==> src/rtl/scalar_program_counter_pkg.sv <==
// Shared encodings for the scalar ALU program counter.
package scalar_pc_pkg;
  localparam int OP_W = 3;

  localparam logic [OP_W-1:0] OP_HOLD       = 3'd0;
  localparam logic [OP_W-1:0] OP_INC        = 3'd1;
  localparam logic [OP_W-1:0] OP_SET        = 3'd2;
  localparam logic [OP_W-1:0] OP_BRANCH_REL = 3'd3;
  localparam logic [OP_W-1:0] OP_CALL       = 3'd4;
  localparam logic [OP_W-1:0] OP_RET        = 3'd5;
endpackage

==> src/rtl/scalar_program_counter_return_stack.sv <==
// Circular return-address stack; a push when full overwrites the oldest entry.
module pc_return_stack #(
  parameter int DEPTH = 4,
  parameter int W     = 8
) (
  input  logic                     clock,
  input  logic                     reset,
  input  logic                     push,
  input  logic                     pop,
  input  logic [W-1:0]             push_data,
  output logic [W-1:0]             top,
  output logic [$clog2(DEPTH):0]   count,
  output logic                     full,
  output logic                     empty
);
  localparam int PTR_W = $clog2(DEPTH);
  localparam logic [PTR_W:0] CNT_MAX = PTR_W'(0) + (PTR_W+1)'(DEPTH);

  logic [W-1:0]     entry [DEPTH];
  logic [PTR_W-1:0] wp;
  logic [PTR_W-1:0] wp_dec;

  assign wp_dec = wp - 1'b1;
  assign top    = entry[wp_dec];
  assign full   = (count == CNT_MAX);
  assign empty  = (count == '0);

  always_ff @(posedge clock or posedge reset) begin
    if (reset) begin
      wp    <= '0;
      count <= '0;
    end else if (push) begin
      wp <= wp + 1'b1;
      if (!full) count <= count + 1'b1;
    end else if (pop && !empty) begin
      wp    <= wp_dec;
      count <= count - 1'b1;
    end
  end

  // Entry contents are don't-care after reset, so they carry no reset.
  always_ff @(posedge clock) begin
    if (push) entry[wp] <= push_data;
  end
endmodule

==> src/rtl/scalar_program_counter.sv <==
// Program counter with hold/inc/set/branch/call/ret for the scalar ALU front end.
// Define PC_STACK_ERR_EN to add the sticky RS_ERR overflow/underflow flag.
module scalar_program_counter
  import scalar_pc_pkg::*;
#(
  parameter int          PC_W     = 8,
  parameter int          STEP     = 4,
  parameter int          OFF_W    = 8,
  parameter int          RS_DEPTH = 4,
  parameter logic [PC_W-1:0] RESET_PC = '0
) (
  input  logic                        clock,
  input  logic                        reset,
  input  logic                        STALL,
  input  logic [OP_W-1:0]             PC_OP,
  input  logic [PC_W-1:0]             PC_IN,
  input  logic [OFF_W-1:0]            PC_OFF,
  output logic [PC_W-1:0]             PC_OUT,
  output logic [PC_W-1:0]             PC_NEXT,
  output logic [$clog2(RS_DEPTH):0]   RS_COUNT,
  output logic                        RS_FULL,
`ifdef PC_STACK_ERR_EN
  output logic                        RS_ERR,
`endif
  output logic                        RS_EMPTY
);
  logic [PC_W-1:0] pc_inc;
  logic [PC_W-1:0] off_ext;
  logic [PC_W-1:0] rs_top;
  logic            push;
  logic            pop;

  assign pc_inc = PC_OUT + PC_W'(STEP);
  assign push   = !STALL && (PC_OP == OP_CALL);
  assign pop    = !STALL && (PC_OP == OP_RET);

  always_comb begin
    off_ext              = {PC_W{PC_OFF[OFF_W-1]}};
    off_ext[OFF_W-1:0]   = PC_OFF;
  end

  always_comb begin
    PC_NEXT = PC_OUT;
    if (!STALL) begin
      case (PC_OP)
        OP_INC:        PC_NEXT = pc_inc;
        OP_SET:        PC_NEXT = PC_IN;
        OP_BRANCH_REL: PC_NEXT = PC_OUT + off_ext;
        OP_CALL:       PC_NEXT = PC_IN;
        // An empty stack degrades RET to a sequential step.
        OP_RET:        PC_NEXT = RS_EMPTY ? pc_inc : rs_top;
        default:       PC_NEXT = PC_OUT;
      endcase
    end
  end

  always_ff @(posedge clock or posedge reset) begin
    if (reset) PC_OUT <= RESET_PC;
    else       PC_OUT <= PC_NEXT;
  end

  pc_return_stack #(
    .DEPTH (RS_DEPTH),
    .W     (PC_W)
  ) u_rs (
    .clock     (clock),
    .reset     (reset),
    .push      (push),
    .pop       (pop),
    .push_data (pc_inc),
    .top       (rs_top),
    .count     (RS_COUNT),
    .full      (RS_FULL),
    .empty     (RS_EMPTY)
  );

`ifdef PC_STACK_ERR_EN
  always_ff @(posedge clock or posedge reset) begin
    if (reset)                                  RS_ERR <= 1'b0;
    else if ((push && RS_FULL) || (pop && RS_EMPTY)) RS_ERR <= 1'b1;
  end
`endif
endmodule

==> config.mk <==
export PLATFORM = sky130hd
export DESIGN_NAME = scalar_program_counter
export DESIGN_NICKNAME = d
export VERILOG_FILES = /design/src/rtl/scalar_program_counter_pkg.sv /design/src/rtl/scalar_program_counter_return_stack.sv /design/src/rtl/scalar_program_counter.sv
export SDC_FILE = /design/constraint.sdc
export NUM_CORES = 1
export LEC_CHECK = 0
export ABC_AREA = 1
export BUFFER_PORTS_ARGS = -buffer_cell sky130_fd_sc_hd__buf_2
export CAP_MARGIN = 20
export CORE_MARGIN = 1.5
export CORE_UTILIZATION = 50
export DETAILED_ROUTE_END_ITERATION = 10
export PLACE_DENSITY = 0.8
export SETUP_SLACK_MARGIN = 0.4
export SYNTH_ARGS = -nofsm -noshare
export SYNTH_HDL_FRONTEND = slang
export SYNTH_SLANG_ARGS = --single-unit
export TNS_END_PERCENT = 20
==> constraint.sdc <==
create_clock -name clock -period 3.8 [get_ports clock]
set_clock_uncertainty 0.2 [all_clocks]
set_input_delay 0.19 -clock clock [delete_from_list [all_inputs] [get_ports clock]]
set_output_delay 0.19 -clock clock [all_outputs]
set_load 0.1 [all_outputs]
; ---- After elaboration in Yosys (flattened, before gate mapping)
; Memories as Yosys holds them, arrays and structs flattened.
; Cells that the tools add are included.
[classes]
addsub = 6
n_eq_ne = 7
muxes = 10
n_reduce_logical = 9
[ops]
columns = cell, n
row1 = $pmux W8 S4, 1
row2 = $mux W8, 2
row3 = $eq A3 B3 Y1 const B, 3
row4 = $mux W3, 3
row5 = $add A8 B3 Y8 const B, 1
row6 = $add A8 B8 Y8, 1
row7 = $eq A3 B2 Y1 const B, 2
row8 = $mux W2, 2
row9 = $add A3 B1 Y3 const B, 1
row10 = $eq A3 B1 Y1 const B, 1
row11 = $logic_and A1 B1 Y1, 3
row12 = $logic_not A3 Y1, 1
row13 = $sub A3 B1 Y3 const B, 1
row14 = $add A2 B1 Y2 const B, 1
row15 = $logic_not A1 Y1, 2
row16 = $mux W1, 2
row17 = $ne A2 B2 Y1 const B, 1
row18 = $reduce_and A2 Y1, 1
row19 = $reduce_bool A2 Y1, 1
row20 = $reduce_or A2 Y1, 1
row21 = $sub A2 B1 Y2 const B, 1
[totals]
register_bits = 13
mem_bits_rw = 32
out_inout_bits = 21
memories = 1
[memory_table]
columns = memory, words, word_bits, rd, rd_clocked_by_memory_dff, write_ports, line_no
row1 = u_rs.entry, 4, 8, 1, 0, 1, scalar_program_counter_return_stack.sv:19  ; logic [W-1:0] entry [DEPTH];

; ---- Longest topological paths before layout
; Gate-level depths: netlist (run 1).
[depth]
depth_word = 5
depth_mapped = 13
ltp_nobuf = 11

; ---- Modules after synthesis
; Synthesis (run 1) repeated with hierarchy kept, for this count alone.
[hier_totals]
hier_cells = 309
hier_area_um2 = 2793.9
[by_module_without_submodules]
columns = mod, instances, cells_each, area_per_inst_um2
row1 = pc_return_stack, 1, 133, 1711.6
row2 = scalar_program_counter, 1, 176, 1082.3

; ---- Worst setup path before layout (run 1)
; OpenSTA, ideal clock, no wires.
[synth_timing]
path_kind = reg-to-reg
startpoint = reg PC_OUT[2]
endpoint = reg PC_OUT[5]
setup_ns = 0.287
t_arrival_ns = 3.409
setup_slack_ns = -0.096
stages_incl_launch_ff = 9
cell_sequence = dfrtp_1 > ha_1 > a21oi_1 > nand2_1 > nand2_1 > nand2_1 > nand2_1 > nand3_1 > a21oi_1
[synth_via]
elab_chain_len = 4
[synth_lines]
columns = element, line_no
row1 = from (decl), scalar_program_counter.sv:18  ; output logic [PC_W-1:0] PC_OUT,
row2 = from (signal assigned), scalar_program_counter.sv:58  ; if (reset) PC_OUT <= RESET_PC;
row3 = from (signal assigned), scalar_program_counter.sv:59  ; else PC_OUT <= PC_NEXT;
row4 = $add A8 B3 Y8, scalar_program_counter.sv:33  ; assign pc_inc = PC_OUT + PC_W'(STEP);
row5 = $mux W8, scalar_program_counter.sv:51  ; OP_RET: PC_NEXT = RS_EMPTY ? pc_inc : rs_top;
row6 = $pmux W8 S4 *, scalar_program_counter.sv:45  ; case (PC_OP)
row7 = $mux W8 *, scalar_program_counter.sv:44  ; if (!STALL) begin
row8 = net PC_NEXT[5], scalar_program_counter.sv:19  ; output logic [PC_W-1:0] PC_NEXT,
; The timed path passes the listed nets; every way through them passes the cells marked *.
; A chain may end at the register's enable or synchronous reset.

; ---- Worst setup path in the final report (run 1)
[layout_timing]
startpoint = reg u_rs.wp[0]
endpoint = out PC_NEXT[7]
[layout_via]
elab_chain_len = 5
[layout_lines]
columns = element, line_no
row1 = from (decl), scalar_program_counter_return_stack.sv:20  ; logic [PTR_W-1:0] wp;
row2 = from (signal assigned), scalar_program_counter_return_stack.sv:33  ; wp <= wp + 1'b1;
row3 = from (signal assigned), scalar_program_counter_return_stack.sv:36  ; wp <= wp_dec;
row4 = $sub A2 B1 Y2, scalar_program_counter_return_stack.sv:23  ; assign wp_dec = wp - 1'b1;
row5 = $mem_v2 Z4 W8, -
row6 = $mux W8, scalar_program_counter.sv:51
row7 = $pmux W8 S4, scalar_program_counter.sv:45
row8 = $mux W8, scalar_program_counter.sv:44
row9 = to (decl), scalar_program_counter.sv:19
; Every way passes these cells.

==> results of run 1 <==
[kinds of logic after synthesis]
kind of cell               after synthesis  share of synthesized area, %
adders and majority gates               14                         7.113
and+or+nand+nor                        173                         28.12
DFF                                     45                         48.10
xor gates and xnor gates                 7                         2.293
AOI/OAI and AO/OA                       34                         6.879
buffers and inverters                   47                         7.487
[flip-flops by register name, indices dropped and copies added, names as in the netlist]
signal,cells
u_rs.wp,2
u_rs.entry,32
u_rs.count,3
PC_OUT,8
[cell type report]
cell class              count  area, um2
multi-input cells         228       1195
clock inverters             3      68.82
clock buffers               5      68.82
well taps                  70      87.58
flip-flops and latches     45       1286
repair buffers             44      227.7
inverters                  41      153.9
fillers                   465       2052
[power by group]
part           internal, mW  total (mW)  switching [mW]
logic                 0.313        1.38            1.07
registers             0.623       0.706          0.0834
clock network         0.265       0.428           0.164
[per-stage QoR]
stage,area [um2],worst slack [ns],hold WS [ns],power [mW],cells
2_1_floorplan,2681,0.002486,-0.1330,1.843,320
3_3_place_gp,2940,1.207,0.08287,2.049,427
3_5_place_dp,2940,1.203,0.09091,2.078,427
4_1_cts,3088,0.8682,0.03005,2.512,436
5_1_grt,3088,0.6452,0.06767,2.661,436
6_report,3088,0.8604,0.03944,2.516,436
[worst max path at each step]
stage / to / slack (ns)
floorplan: PC_OUT[4] / 0.002
global placement: PC_NEXT[5] / 1.21
detailed placement: PC_NEXT[7] / 1.20
CTS: PC_NEXT[7] / 0.87
global route: PC_NEXT[5] / 0.65
finish: PC_NEXT[7] / 0.86
[per-layer routing]
| layer | part of all wire [%] | vias up |
|---|---|---|
| met5 | 0 | - |
| met4 | 2.5 | 0 |
| met3 | 3.6 | 11 |
| met2 | 49 | 65 |
| met1 | 45 | 1034 |
| li1 | - | 1128 |
[worst max-delay path: stages (launching register included)]
cell and delay, ns:
dfrtp_1 0.39, inv_2 0.25, ha_1 0.40, inv_2 0.17, nand3_1 0.12, nand2_1 0.06
a21oi_1 0.13, nand2_1 0.08, nand2_1 0.07, nor2_1 0.04, nor2_1 0.10, buf_2 0.44
[layout by cell type (no fill, tap or decap)]
cell type / n
edfxtp_1: 32
nor2_4: 3
dfrtp_1: 13
inv_2: 6
or2_2: 1
a21oi_1: 8
o31ai_1: 1
nand3b_1: 3
xnor2_1: 4
nand2_4: 1
ha_1: 12
fa_1: 2
inv_1: 35
o21bai_1: 1
clkbuf_8: 5
bufinv_16: 2
o21ai_2: 2
nor2_1: 49
a21oi_2: 2
o22ai_1: 1
xor2_1: 3
nand2_2: 4
dlygate4sd3_1: 1
inv_6: 1
buf_2: 42
nand2_1: 80
nand4_1: 5
nand3_1: 25
nor2_2: 2
o21ai_0: 19
buf_4: 1
==> impl_metrics.toml, run 1 <==
[critical_path]
cp-startpoint = "u_rs.wp[0]"
rrSetupSlack_ns = 1.65
r2r_cells = 10
reg2reg_to = "PC_OUT[3]"
crit_path_end_kind = "output pin"
required_ns = 3.41
startpoint_type = "flip-flop"
critPathKind = "flip-flop to output pin"
worstPathArrival_ns = 2.55
r2r_start = "u_rs.wp[0]"
cp_max_fo = 19

[timing]
hold_violations = 0
rsz0062_at_grt = "no"
fmaxAchievable_mhz = 340.2
maxSlewViolCount = 0
fin_crit_sh_pct = 77.36
worst_slew_pin_slew_ns = 0.8100
max_slew_margin_pct = 45.80
setup_viol = 0
tns_ns = 0
period_needed_ns = 2.940

[synthesis]
synth_nets = 356
yosys-top-cells-count = "80 x nand2_1, 49 x nor2_1, 35 x inv_1"
ys_warn_count = 0
syn_avg_cell_area_um2 = 8.356
async_flop_share_pct = 28.89
synth_most_common_cell = "nand2_1"
synth_ff_type = "edfxtp_1"
syn_area_um2 = 2674
yosysTopAreaCellShare_pct = 35.94
postSynthRegisterBits = 45
yosysTopAreaCell = "edfxtp_1"
synth_area_leaders = "edfxtp_1 36%, dfrtp_1 12%, nand2_1 11%, nor2_1 6.9%, ha_1 5.6%"
ys_seq_area_share_pct = 48.10
synth_edf_count = 32
yosysUniqueCellTypes = 27
synthCells = 320

[routing]
routedWlPerCell_um = 13.73
vias = 2238
drt_iter0_markers = 213
routed_wl_mm = 5.986
drc_errors = 0
ant_nets = 0
first_pass_iters = 4
viasPerCell = 5.133

[layout]
nets = 401
drive_above_1_share_pct = 19.67
syn_to_final_growth_pct = 15.49
utilization_pct = 60.08
antenna_cells = 0

[floorplan]
start_util_pct = 52.02
num_rows = 26
die_area_um2 = 5795
core_area_um2 = 5140
chipHeight_um = 76.13
ios = 43
fp.dieW_um = 76.13

[clock_network]
numCtsBuffers = 5
insertion_delay_ns = 0.29
cts_buffer_depth = 2
cts.sink_count = 45
ctsHoldBuffers = 1
htree_levels = 2
cts.reportedPaths.clkPinSlew_ns = 0.09
cts_tree = "yes"
cts_resized = 0
postCtsSetupRepairBufs = 0
cts_root_buf = "clkbuf_8"

[global_routing]
overflow = 0
antenna_found_initial = 0
grt_util_all_layers_pct = 21.77
grt_util_met1_pct = 29.09
use_met2_pct = 36.31
grt_pass1_wl_mm = 10.01
grtUsageMet3_pct = 3.353
grt_max_degree = 20
grt_pass1_vias = 2103
global_route.peak_usage_layer = "met2"

[placement]
portBuffers = 42
hpwl_mm = 4.423
place.gp.congestion = 0.8335

[job]
drv_cap = 0

[worst_hold_path]
whs_endpoint = "PC_OUT[0]"
min_from = "PC_IN[0]"
whs_path_depth = 5
holdCritPathClass = "primary input to flip-flop"

[status]
status = "finished, final reports clean"

[power_and_ir_drop]
vdd_drop_max_mv = 0.5992
leakage_nw = 1.455
p_per_area_nw_per_um2 = 814.8
Power figures use the tool's default switching activity.
==> run 2: changes to the inputs <==
Settings changed: PLACE_DENSITY 0.8 to 0.83.
Clock period 3.8 ns to 2.36 ns, I/O delays scaled along.
==> impl_metrics.toml, run 2 (same netlist as run 1, synthesis figures left out) <==
[routing]
drt_iter0_markers = 148
drc_errors = 0
first_pass_iters = 4
viasPerCell = 5.280
vias = 2376
routedWlPerCell_um = 14.44
routed_wl_mm = 6.496
ant_nets = 0

[layout]
final_cell_mix = "77 x nand2_1, 43 x nor2_1, 32 x inv_1, 32 x buf_2, 32 x edfxtp_1"
largest_reg_flops = 32
top_regs = "u_rs.entry: 32 flops, PC_OUT: 8 flops, u_rs.count: 3 flops"
syn_to_final_growth_pct = 32.76
antenna_cells = 0
drive_above_1_share_pct = 32.11
nets = 415
regMostFlops = "u_rs.entry"
instances_no_fill = 450
layout_commonest_cell = "nand2_1"

[critical_path]
rrSetupSlack_ns = 0.40
cp_max_fo = 2
reg2reg_to = "PC_OUT[2]"
crit_path_end_kind = "output pin"
worstPathArrival_ns = 2.14
critPathKind = "flip-flop to output pin"
startpoint_type = "flip-flop"
required_ns = 2.04
r2r_cells = 9
r2r_start = "PC_OUT[0]"

[floorplan]
fp.dieW_um = 76.13
start_util_pct = 52.02
ios = 43
core_area_um2 = 5140
num_rows = 26
chipHeight_um = 76.13
die_area_um2 = 5795

[worst_hold_path]
whs_endpoint = "PC_OUT[2]"
whs_path_depth = 5
holdCritPathClass = "primary input to flip-flop"
min_from = "PC_IN[2]"

[clock_network]
cts.reportedPaths.clkPinSlew_ns = 0.10
cts.sink_count = 45
cts_root_buf = "clkbuf_8"
numCtsBuffers = 5
cts_buffer_depth = 2
insertion_delay_ns = 0.31
cts_tree = "yes"
htree_levels = 2

[global_routing]
grt_pass1_wl_mm = 10.60
grt_pass1_vias = 2261
antenna_found_initial = 0
overflow = 0
grt_util_all_layers_pct = 23.26
grt_max_degree = 19

[placement]
hpwl_mm = 4.684
dp.cells = 434
portBuffers = 42
place.gp.congestion = 0.8206
dp_worst_setup_slack_ns = 0.1634

[power_and_ir_drop]
p_per_area_nw_per_um2 = 1255
comb_power_share_pct = 62.3
vdd_drop_max_mv = 0.8489
intPower_mw = 2.113
p_sw_share_pct = 52.56
power_frac_seq_pct = 26.3
clockPowerShare_pct = 11.4
leakage_nw = 1.551
power.total_mw = 4.453
switchingPower_mw = 2.341

[timing]
rsz0062_at_grt = "yes"
period_needed_ns = 2.456
hold_violations = 0
fmaxAchievable_mhz = 407.2
setup_slack_ns = -0.09556
maxSlewViolCount = 0
worst_slew_pin_slew_ns = 0.6125
tns_ns = -0.3049
fin_crit_sh_pct = 104.0
setup_viol = 6
max_slew_margin_pct = 59.12

[status]
failed_checks = "negative setup slack"
status = "finished, violations left"

[job]
drv_cap = 0
run 2: cell count changes in the layout (fill, tap and decap cells not counted), sizes merged, moves of 2 or more:
cell	change
clkinvlp	+2
buf	+10
bufinv	-2
clkbuf	+2
dlygate4sd3	+2
run 2: worst max-delay path by stage:
| stage | start | endpoint | slack [ns] | cells after the start |
|---|---|---|---|---|
| after floorplan | PC_OUT[0] | PC_OUT[2] | -0.18 | 9 |
| after global placement | PC_OUT[0] | PC_NEXT[2] | 0.18 | 10 |
| after detailed placement | PC_OUT[0] | PC_NEXT[2] | 0.16 | 10 |
| after CTS | PC_OUT[0] | PC_NEXT[2] | -0.17 | 10 |
| after global routing | PC_OUT[0] | PC_NEXT[2] | -0.25 | 10 |
| final | PC_OUT[0] | PC_NEXT[2] | -0.1 | 10 |
run 2: metal layers:
metal | vias up | GRT usage, % | wire, um | share of wire [%]
met2 | 101 | 39.37 | 3284 | 51
li1 | 1160 | - | - | -
met5 | - | 0 | 0 | 0
met4 | 0 | 11.48 | 178 | 2.7
met1 | 1095 | 29.53 | 2711 | 42
met3 | 20 | 2.994 | 321 | 4.9
run 2: power by group through the flow:
stage	sequential, mW	clock [mW]	combinational (mW)
CTS	1.17	0.505	2.76
detailed placement	1.19	0	2.59
global route	1.19	0.544	2.99
floorplan	1.57	0	1.65
finish	1.17	0.508	2.77
global placement	1.19	0	2.53
run 2: area by class of cell:
cell class | instances | area, um2
Timing Repair Buffer | 58 | 479.2
Fill cell | 380 | 1590
Clock buffer | 5 | 68.82
Clock inverter | 3 | 25.02
Inverter | 41 | 172.7
Sequential cell | 45 | 1316
Tap cell | 70 | 87.58
Multi-Input combinational cell | 228 | 1400
run 2: timing repair:
item,4_1_cts,5_1_grt
endpoints found under the setup margin,10,15
hold endpoints to repair,15,0
pin swaps,13,13
resized for setup,18,4
setup buffers,5,0
hold buffers,3,0
run 2: worst max-delay path: stages (launching register included):
cell and delay (ns):
dfrtp_1 0.42, ha_4 0.17, fa_2 0.33, or2_4 0.24, nand3_2 0.07, nand2_1 0.04
nor2_1 0.08, nand4_1 0.09, nand2_1 0.11, clkinvlp_4 0.11, buf_12 0.17
run 2: through the flow:
step / hold slack (ns) / utilization, % / area (um2)
after global placement: -0.003694 / 64.63 / 3322
after CTS: 0.003586 / 68.87 / 3540
final: 0.003359 / 69.06 / 3550
after global routing: 0.01366 / 69.06 / 3550
after detailed placement: 0.01436 / 64.63 / 3322
after floorplan: -0.2049 / - / 2900
